### src/rtl/fsm_c_pkg.sv
// Shared definitions for the fsm_c_param transaction-layer control FSM:
// one-hot state encoding, state index names and small helper functions.
package fsm_c_pkg;

    // Bit position of each state inside the one-hot state register.
    typedef enum int {
        IDX_RESET  = 0,
        IDX_INIT   = 1,
        IDX_IDLE   = 2,
        IDX_ACTIVE = 3,
        IDX_ERROR  = 4
    } state_idx_e;

    localparam int NUM_STATES = 5;

    localparam logic [NUM_STATES-1:0] OH_RESET  = NUM_STATES'(1) << IDX_RESET;
    localparam logic [NUM_STATES-1:0] OH_INIT   = NUM_STATES'(1) << IDX_INIT;
    localparam logic [NUM_STATES-1:0] OH_IDLE   = NUM_STATES'(1) << IDX_IDLE;
    localparam logic [NUM_STATES-1:0] OH_ACTIVE = NUM_STATES'(1) << IDX_ACTIVE;
    localparam logic [NUM_STATES-1:0] OH_ERROR  = NUM_STATES'(1) << IDX_ERROR;

    typedef enum logic [NUM_STATES-1:0] {
        ST_RESET  = OH_RESET,
        ST_INIT   = OH_INIT,
        ST_IDLE   = OH_IDLE,
        ST_ACTIVE = OH_ACTIVE,
        ST_ERROR  = OH_ERROR
    } state_t;

    // Upper bounds the helpers accept; callers zero-extend narrower buses.
    localparam int MAX_CH    = 64;
    localparam int MAX_UMB_W = 32;

    // Index of the lowest set bit; 0 when the mask is empty.
    function automatic int lowest_set_index(input logic [MAX_CH-1:0] mask);
        int idx;
        idx = 0;
        for (int i = MAX_CH - 1; i >= 0; i--) begin
            if (mask[i]) begin
                idx = i;
            end
        end
        return idx;
    endfunction

    // True when the low threshold of a {high, low} pair exceeds the high one.
    function automatic logic pair_invalid(input logic [2*MAX_UMB_W-1:0] bus,
                                          input int                     umb_w);
        logic [MAX_UMB_W-1:0] lo;
        logic [MAX_UMB_W-1:0] hi;
        lo = '0;
        hi = '0;
        for (int i = 0; i < MAX_UMB_W; i++) begin
            if (i < umb_w) begin
                lo[i] = bus[i];
                hi[i] = bus[i + umb_w];
            end
        end
        return lo > hi;
    endfunction

endpackage

### src/rtl/fsm_c_idle_timer.sv
// Saturating idle counter: counts enabled cycles, clears on request, and
// flags the cycle on which the LIMIT-th consecutive enabled cycle occurs.
// LIMIT = 0 disables the terminal flag entirely.
module fsm_c_idle_timer #(
    parameter int LIMIT = 16
) (
    input  logic clk,
    input  logic reset,
    input  logic clear,
    input  logic enable,
    output logic done
);
    localparam int CNT_W = (LIMIT > 0) ? $clog2(LIMIT + 1) : 1;
    localparam logic [CNT_W-1:0] SAT_V  = CNT_W'(LIMIT);
    localparam logic [CNT_W-1:0] LAST_V = CNT_W'((LIMIT > 0) ? LIMIT - 1 : 0);

    logic [CNT_W-1:0] count;

    // Count enabled cycles, holding at LIMIT so the counter never wraps.
    always_ff @(posedge clk) begin
        // NOTE: sequential state uses non-blocking assignments so every
        // register samples pre-edge values regardless of statement order.
        if (reset || clear) begin
            count <= '0;
        end else if (enable && (count != SAT_V)) begin
            count <= count + 1'b1;
        end
    end

    // Terminal when this enabled cycle would be the LIMIT-th in a row.
    always_comb begin
        done = (LIMIT > 0) && enable && !clear && (count == LAST_V);
    end

endmodule

### src/rtl/fsm_c_param.sv
// Parametrised transaction-layer control FSM. Captures and validates the
// UMF/UVC/UD threshold pairs, supervises NUM_CH FIFOs, returns to IDLE after
// a run of all-empty ACTIVE cycles and records which FIFOs raised errors.
module fsm_c_param
    import fsm_c_pkg::*;
#(
    parameter int NUM_CH       = 5,
    parameter int UMB_W        = 4,
    parameter int IDLE_TIMEOUT = 16
) (
    input  logic                 clk,
    input  logic                 reset,
    input  logic                 init,
    input  logic                 err_clear,
    input  logic [2*UMB_W-1:0]   UMF,
    input  logic [2*UMB_W-1:0]   UVC,
    input  logic [2*UMB_W-1:0]   UD,
    input  logic [NUM_CH-1:0]    FIFO_ERROR,
    input  logic [NUM_CH-1:0]    FIFO_EMPTY,
    output logic                 idle_out_c,
    output logic                 active_out_c,
    output logic                 error_out_c,
    output logic                 cfg_err,
    output logic [2*UMB_W-1:0]   UMF_OUT_c,
    output logic [2*UMB_W-1:0]   UVC_OUT_c,
    output logic [2*UMB_W-1:0]   UD_OUT_c,
    output logic [NUM_CH-1:0]    err_ch,
    output logic [((NUM_CH > 1) ? $clog2(NUM_CH) : 1)-1:0] err_first
);
    localparam int ERR_W = (NUM_CH > 1) ? $clog2(NUM_CH) : 1;
    localparam int BUS_W = 2 * MAX_UMB_W;

    state_t     state;
    logic       any_data;
    logic       any_err;
    logic       cfg_bad;
    logic       timer_clr;
    logic       timer_en;
    logic       timer_done;
    logic [ERR_W-1:0] first_idx;

    // Input summaries and the validity check of the presented configuration.
    always_comb begin
        any_data  = |(~FIFO_EMPTY);
        any_err   = |FIFO_ERROR;
        cfg_bad   = pair_invalid(BUS_W'(UMF), UMB_W)
                  | pair_invalid(BUS_W'(UVC), UMB_W)
                  | pair_invalid(BUS_W'(UD),  UMB_W);
        first_idx = ERR_W'(lowest_set_index(MAX_CH'(FIFO_ERROR)));
        timer_en  = (state == ST_ACTIVE) && !any_data;
        timer_clr = (state != ST_ACTIVE) || any_data;
    end

    fsm_c_idle_timer #(
        .LIMIT (IDLE_TIMEOUT)
    ) u_idle_timer (
        .clk    (clk),
        .reset  (reset),
        .clear  (timer_clr),
        .enable (timer_en),
        .done   (timer_done)
    );

    // Status flags decode straight from the one-hot state register.
    always_comb begin
        idle_out_c   = (state == ST_IDLE);
        active_out_c = (state == ST_ACTIVE);
        error_out_c  = (state == ST_ERROR);
    end

    // Main controller: state transitions, config capture and error capture.
    always_ff @(posedge clk) begin
        if (reset) begin
            state     <= ST_RESET;
            cfg_err   <= 1'b0;
            UMF_OUT_c <= '0;
            UVC_OUT_c <= '0;
            UD_OUT_c  <= '0;
            err_ch    <= '0;
            err_first <= '0;
        end else begin
            unique case (state)
                ST_RESET: begin
                    if (init) begin
                        state     <= ST_INIT;
                        err_ch    <= '0;
                        err_first <= '0;
                    end
                end
                ST_INIT: begin
                    UMF_OUT_c <= UMF;
                    UVC_OUT_c <= UVC;
                    UD_OUT_c  <= UD;
                    cfg_err   <= cfg_bad;
                    state     <= cfg_bad ? ST_ERROR : ST_IDLE;
                end
                ST_IDLE, ST_ACTIVE: begin
                    if (any_err) begin
                        state     <= ST_ERROR;
                        err_ch    <= FIFO_ERROR;
                        err_first <= first_idx;
                    end else if (init) begin
                        state     <= ST_INIT;
                        err_ch    <= '0;
                        err_first <= '0;
                    end else if ((state == ST_IDLE) && any_data) begin
                        state <= ST_ACTIVE;
                    end else if ((state == ST_ACTIVE) && timer_done) begin
                        state <= ST_IDLE;
                    end
                end
                ST_ERROR: begin
                    if (init) begin
                        state     <= ST_INIT;
                        err_ch    <= '0;
                        err_first <= '0;
                    end else if (err_clear && !any_err && !cfg_err) begin
                        state     <= ST_IDLE;
                        err_ch    <= '0;
                        err_first <= '0;
                    end else begin
                        err_ch <= err_ch | FIFO_ERROR;
                    end
                end
                default: begin
                    state <= ST_RESET;
                end
            endcase
        end
    end

endmodule

### config.mk
export PLATFORM = sky130hd
export DESIGN_NAME = fsm_c_param
export DESIGN_NICKNAME = d
export VERILOG_FILES = /design/src/rtl/fsm_c_pkg.sv /design/src/rtl/fsm_c_idle_timer.sv /design/src/rtl/fsm_c_param.sv
export SDC_FILE = /design/constraint.sdc
export NUM_CORES = 1
export LEC_CHECK = 0
export CORE_MARGIN = 2
export CORE_UTILIZATION = 40
export DETAILED_ROUTE_END_ITERATION = 7
export GPL_ROUTABILITY_DRIVEN = 0
export PLACE_DENSITY = 0.72
export SKIP_LAST_GASP = 1
export SYNTH_ARGS = -nofsm -noshare
export SYNTH_HDL_FRONTEND = slang
export SYNTH_SLANG_ARGS = --single-unit
### constraint.sdc
create_clock -name clk -period 2.9 [get_ports clk]
set_input_delay 0.58 -clock clk [delete_from_list [all_inputs] [get_ports clk]]
set_output_delay 0.58 -clock clk [all_outputs]
set_load 0.005 [all_outputs]
======== Yosys cells after proc, flatten, opt, wreduce, memory -nomap -nowiden ========
Cells that the tools add are included.
storage, ports and cells
  word-level logic and storage cells ...... 71
  register bits after elaboration ......... 43
  output and inout bits ................... 36
  bits of input ports ..................... 38
cells by class
  bitwise gates (word level) .............. 4
  order comparisons ....................... 3
  equal/unequal tests ..................... 11
  reductions and logical operators ........ 20
  add/subtract/negate cells ............... 1
  mux-type cells .......................... 24
operators by type and width
  cell                                                    number
  two-way mux 5 bit                                       12
  two-way mux 3 bit                                       9
  case mux 5 bit (4 select lines)                         1
  case mux 5 bit (3 select lines)                         1
  > comparator 4 bit                                      3
  == test 5 x 4 -> 1 bit (second input constant)          2
  inequality test 5 bit (second input constant)           2
  OR reduction 5 bit                                      2
  case mux 3 bit (3 select lines)                         1
  logical AND 1 bit                                       8
  adder 5 x 1 -> 5 bit (second input constant)            1
  == test 5 x 1 -> 1 bit (second input constant)          1
  == test 5 x 2 -> 1 bit (second input constant)          1
  == test 5 x 3 -> 1 bit (second input constant)          1
  == test 5 bit (second input constant)                   1
  inequality test 5 x 4 -> 1 bit (second input constant)  1
  inverter 5 bit                                          1
  OR 5 bit                                                1
  zero test 1 bit                                         4
  inequality test 3 x 2 -> 1 bit (second input constant)  1
  AND reduction 3 bit                                     1
  nonzero test 3 bit                                      1
  logical OR 1 bit                                        2
  inequality test 2 bit (second input constant)           1
  other kinds (3)                                         4

======== Longest topological paths before layout ========
  depth after elaboration ................. 12
  mapped depth ............................ 8
  gate-level depth less buffers ........... 8

======== Hierarchy ========
From an unflattened synthesis, not the netlist that was laid out.
second synthesis, totals
  cells, all modules ...................... 266
  area total of the unflattened synthesis .. 2,150.8 µm²
by module, submodules not included
  module            seq. area each (µm²)  cells each  instances  area an instance (µm²)
  fsm_c_param       760.7                 234         1          1,850.5
  fsm_c_idle_timer  100.1                 32          1          300.3

======== Worst setup path after synthesis ========
Ideal clock, no wire load.
  kind .................................... input to register
  start point ............................. input FIFO_ERROR[0]
  end point ............................... register err_first[0] in the netlist's numbering
  data arrival time ....................... 2.221 ns
  setup slack ............................. 0.562 ns
  setup time .............................. 0.117 ns
  stages on the path ...................... 6
  required time ........................... 2.783 ns
  cells stage by stage .................... or4_1 > nor4b_1 > mux2_1 > o21bai_1 > o21a_1 > a22o_1
between the ends
  longest elaborated chain between the ends .. 6
  elaborated cells between the ends (all ways) .. 9
  classes of those cells .................. eq/ne (1); mux (3); reduce/logical (5)
RTL lines
  what                                      line                text
  start, declared                           fsm_c_param.sv:18   input logic [NUM_CH-1:0] FIFO_ERROR,
  OR reduction 5 bit                        fsm_c_param.sv:45   any_err = |FIFO_ERROR;
  zero test 1 bit                           fsm_c_param.sv:117  end else if (err_clear && !any_err && !cfg_err) begin
  logical AND 1 bit (2 in a row)            fsm_c_param.sv:117
  inequality test 3 x 2 -> 1 bit (no line)  -
  AND reduction 2 bit (no line)             -
  end signal, assigned                      fsm_c_param.sv:101  err_first <= first_idx;
  end, declared                             fsm_c_param.sv:28   output logic [((NUM_CH > 1) ? $clog2(NUM_CH) : 1)-1:0] err_first
Parallel ways exist; a longest one is shown, timed or not.
A chain may end at the register's enable or synchronous reset.

======== Final worst setup path ========
  start point ............................. register state[2]
  end point ............................... output error_out_c
between the ends
  longest elaborated chain between the ends .. 1
RTL lines
  what                    line               text
  start, declared         fsm_c_param.sv:33  state_t state;
  start signal, assigned  fsm_c_param.sv:95  state <= cfg_bad ? ST_ERROR : ST_IDLE;
  == test 5 bit           fsm_c_param.sv:68  error_out_c = (state == ST_ERROR);
  end, declared           fsm_c_param.sv:22  output logic error_out_c,
Every way passes these cells.

==> summary.txt <==
STA
  – Slew @ Worst Pin: 0.472 ns
  – Worst slew margin: between 60% and 70%
  – Crit share post-route: roughly 93%
  – Final setup skew: about 0.0057 ns
  – Final hold slack: between 0.4 and 0.5 ns
  – RSZ-0062 raised after global routing: false
  – Final hold violation count: 0
  – Final min period: between 2 and 3 ns
  – Setup TNS Final: 0 ns
  – Slew Limit Fails: 0
  – # setup viols final: 0
  – Worst Setup Slack, final: between 0.2 and 0.25 ns
  – Fmax achieved: between 300 and 400 MHz

Global routing
  – Initial antenna violation count: 0
  – Global-route wire length before repair: approximately 8500 um
  – Met3 Usage GRT: about 3.0%
  – Global route overflow: 0
  – Grt met1 use: between 20% and 30%
  – Global routing's busiest layer: met2
  – Gr usage total: 17.8%
  – Vias in the first global route: between 1500 and 2000
  – Largest net degree at the start of global routing: 27
  – GR Layer Usage met2: approximately 29%

Finish
  – Diodes inserted: 0
  – Fin cells: between 400 and 500
  – Cell area after layout: just over 0.003 mm^2
  – Final Util: 60.0%
  – Synth-to-Final Area Change: 45.5%
  – Nets: 390
  – Share of cells above drive strength 1: 8.31%

Yosys
  – Avg Cell Area, Syn: around 8.2 um^2
  – Simple-gate share of the synthesized area: 23.3%
  – Adder-cell area share of the yosys netlist: between 8 and 9%
  – Post-synth EDFFs: 0
  – Post-synthesis compound-gate area fraction: between 10% and 20%
  – Area leader, netlist: dfxtp_1
  – Leading post-synthesis cells by cell area: dfxtp_1 (41%), nand2_1 (9.3%), ha_1 (9.0%)
  – Synth cell count leaders: nand2_1 (52), dfxtp_1 (43), a21oi_1 (37)
  – Post-synthesis xor/xnor area fraction: around 1.3%
  – Netlist cell types: 46
  – Mux contribution to synthesized area: 1.08%
  – Asr flop ratio synth: 0%
  – Syn Std Cell Area: approximately 0.0021 mm^2
  – Sequential share of the synthesized area: roughly two fifths
  – Largest family of logic cells by synthesized area: simple AND/OR/NAND/NOR gates
  – Syn Nets: between 300 and 400
  – Most frequent cell after synthesis: nand2_1
  – Ys flop type: dfxtp_1
  – Yosys warns: 0
  – Mapped Cells: around 260
  – Synth Register Bits: between 40 and 50
  – Share of the synthesized area in the top cell type: between 40% and 50%

Clocking
  – Clock Sinks: 43
  – Reg clk slew, reported paths: ~0.08 ns
  – Post-CTS Hold Fix Bufs: 0
  – Worst-Skew Late Latency: ~0.29 ns
  – Htree depth: 2
  – Num CTS Buffers: 5
  – Clk root buf: clkbuf_8
  – Resized cells post-CTS: 0
  – Post-CTS Setup Inserts: 0
  – CTS tree: yes
  – Longest Clk Path Bufs: 2

Critical path
  – Crit. End Element: output port
  – Setup crit end: error_out_c
  – CP Launch Point: state[2]
  – CP arrival: ~2.1 ns
  – CP Max Fanout: 7
  – Worst R2R Path Depth: 7
  – Startpoint class of the critical path: register
  – R2R Path End: err_first[0]
  – Crit path kind: register to output port
  – Reg-to-Reg Start: state[2]
  – R2R setup slack: between 0.6 and 0.7 ns
  – Worst EP required: between 2 and 2.5 ns

Placed design
  – HPWL after DPL: approximately 3700 um
  – Placed Cells: 400
  – Area post-placement: roughly 0.0030 mm^2
  – IO buf count: 73
  – DP Worst Slack: ~0.063 ns

Die
  – Initial core utilization: ~41%
  – Site row count: 26
  – I/O Pins: 74
  – Die ar.: 0.00582 mm^2
  – Die width: between 70 and 80 um
  – Chip height: 76.3 um
  – Core region area: 0.00507 mm^2

Routing
  – Vias per cell: around 4.9
  – Via count: roughly 2000
  – Initial drt markers: 79
  – Total wire length: between 4000 and 5000 um
  – # DRC: 0
  – Routed Antenna Nets: 0
  – First-pass DRT Iterations: 4
  – Routed WL per cell: ~12 um

Power and ir drop
  – Leak: around 1.1 nW
  – Max IR drop VDD: between 200 and 250 uV
  – Total power: 1.48 mW
  – Power per standard cell area: between 400 and 500 mW/mm^2

Worst hold path
  – Worst Hold Class: register to register

Job
  – Max cap viols: 0

Run status
  – Status: finished clean
==> power breakdown <==
| group | switching, mW | internal (mW) |
|---|---|---|
| registers | 0.0368 | 0.640 |
| logic | 0.193 | 0.230 |
| clock network | 0.193 | 0.187 |
| total | 0.422 | 1.06 |
==> layout by cell type, fill, tap and decap left out, types with 2 or more instances in the layout <==
| master | synthesis | layout |
|---|---|---|
| clkdlybuf4s50_1 | 0 | 73 |
| nand2_1 | 52 | 52 |
| dfxtp_1 | 43 | 43 |
| a21oi_1 | 37 | 37 |
| inv_1 | 19 | 19 |
| ha_1 | 15 | 15 |
| nor2_1 | 13 | 13 |
| buf_4 | 0 | 10 |
| a22o_1 | 6 | 6 |
| clkbuf_8 | 0 | 6 |
| and4_1 | 4 | 4 |
| o21ai_0 | 4 | 4 |
| or3_1 | 3 | 3 |
| nand2b_1 | 3 | 3 |
| nand3_1 | 3 | 3 |
| nor3_1 | 3 | 3 |
| nor2b_1 | 3 | 3 |
| o211ai_1 | 3 | 3 |
| or3b_1 | 2 | 2 |
| nor4_1 | 2 | 2 |
| nand4_1 | 2 | 2 |
| xnor2_1 | 2 | 2 |
| or2_2 | 2 | 2 |
| o21a_1 | 2 | 2 |
==> how the worst min path moves through the flow <==
stage	from	end	slack [ns]	cells after the start
after detailed placement	UMF_OUT_c[1]	UMF_OUT_c[1]	0.45	2
after global placement	UD_OUT_c[3]	UD_OUT_c[3]	0.44	2
after global routing	UD_OUT_c[3]	UD_OUT_c[3]	0.47	2
final	UMF_OUT_c[1]	UMF_OUT_c[1]	0.45	2
after CTS	UMF_OUT_c[1]	UMF_OUT_c[1]	0.46	2
after floorplan	UD_OUT_c[0]	UD_OUT_c[0]	0.45	2
==> registers in the layout (all words and copies together), names as in the netlist <==
signal and count:
UD_OUT_c 8, UMF_OUT_c 8, UVC_OUT_c 8, err_ch 5, state 5, u_idle_timer.count 5, err_first 3, cfg_err 1
==> critical path, cell delays in order, from the launching register on <==
cell and delay (ns):
dfxtp_1 0.39, or3_1 0.38, or3b_1 0.44, inv_2 0.11
clkdlybuf4s50_1 0.50
==> cells by family (layout without fill, tap and decap cells) <==
logic type / after synthesis / after routing
muxes: 2 / 2
adders and majority gates: 15 / 15
xor gates and xnor gates: 3 / 3
DFF: 43 / 43
AOI/OAI and AO/OA: 64 / 64
and+or+nand+nor: 100 / 100
buffers and inverters: 29 / 110
==> per-layer routing <==
metal  share of wire, %  routed length [um]
met1                 49                2430
met3                4.3                 213
met4                1.6                  77
met5                  0                   0
met2                 45                2250
==> final cells by class <==
class	count	area [um^2]
Clock buffer	6	82.6
Clock inverter	1	5.00
Inverter	20	75.1
Timing Repair Buffer	83	806
Sequential cell	43	861
Fill cell	478	2030
Tap cell	70	87.6
Multi-Input combinational cell	184	1130
(Power assumes the default switching activity.)
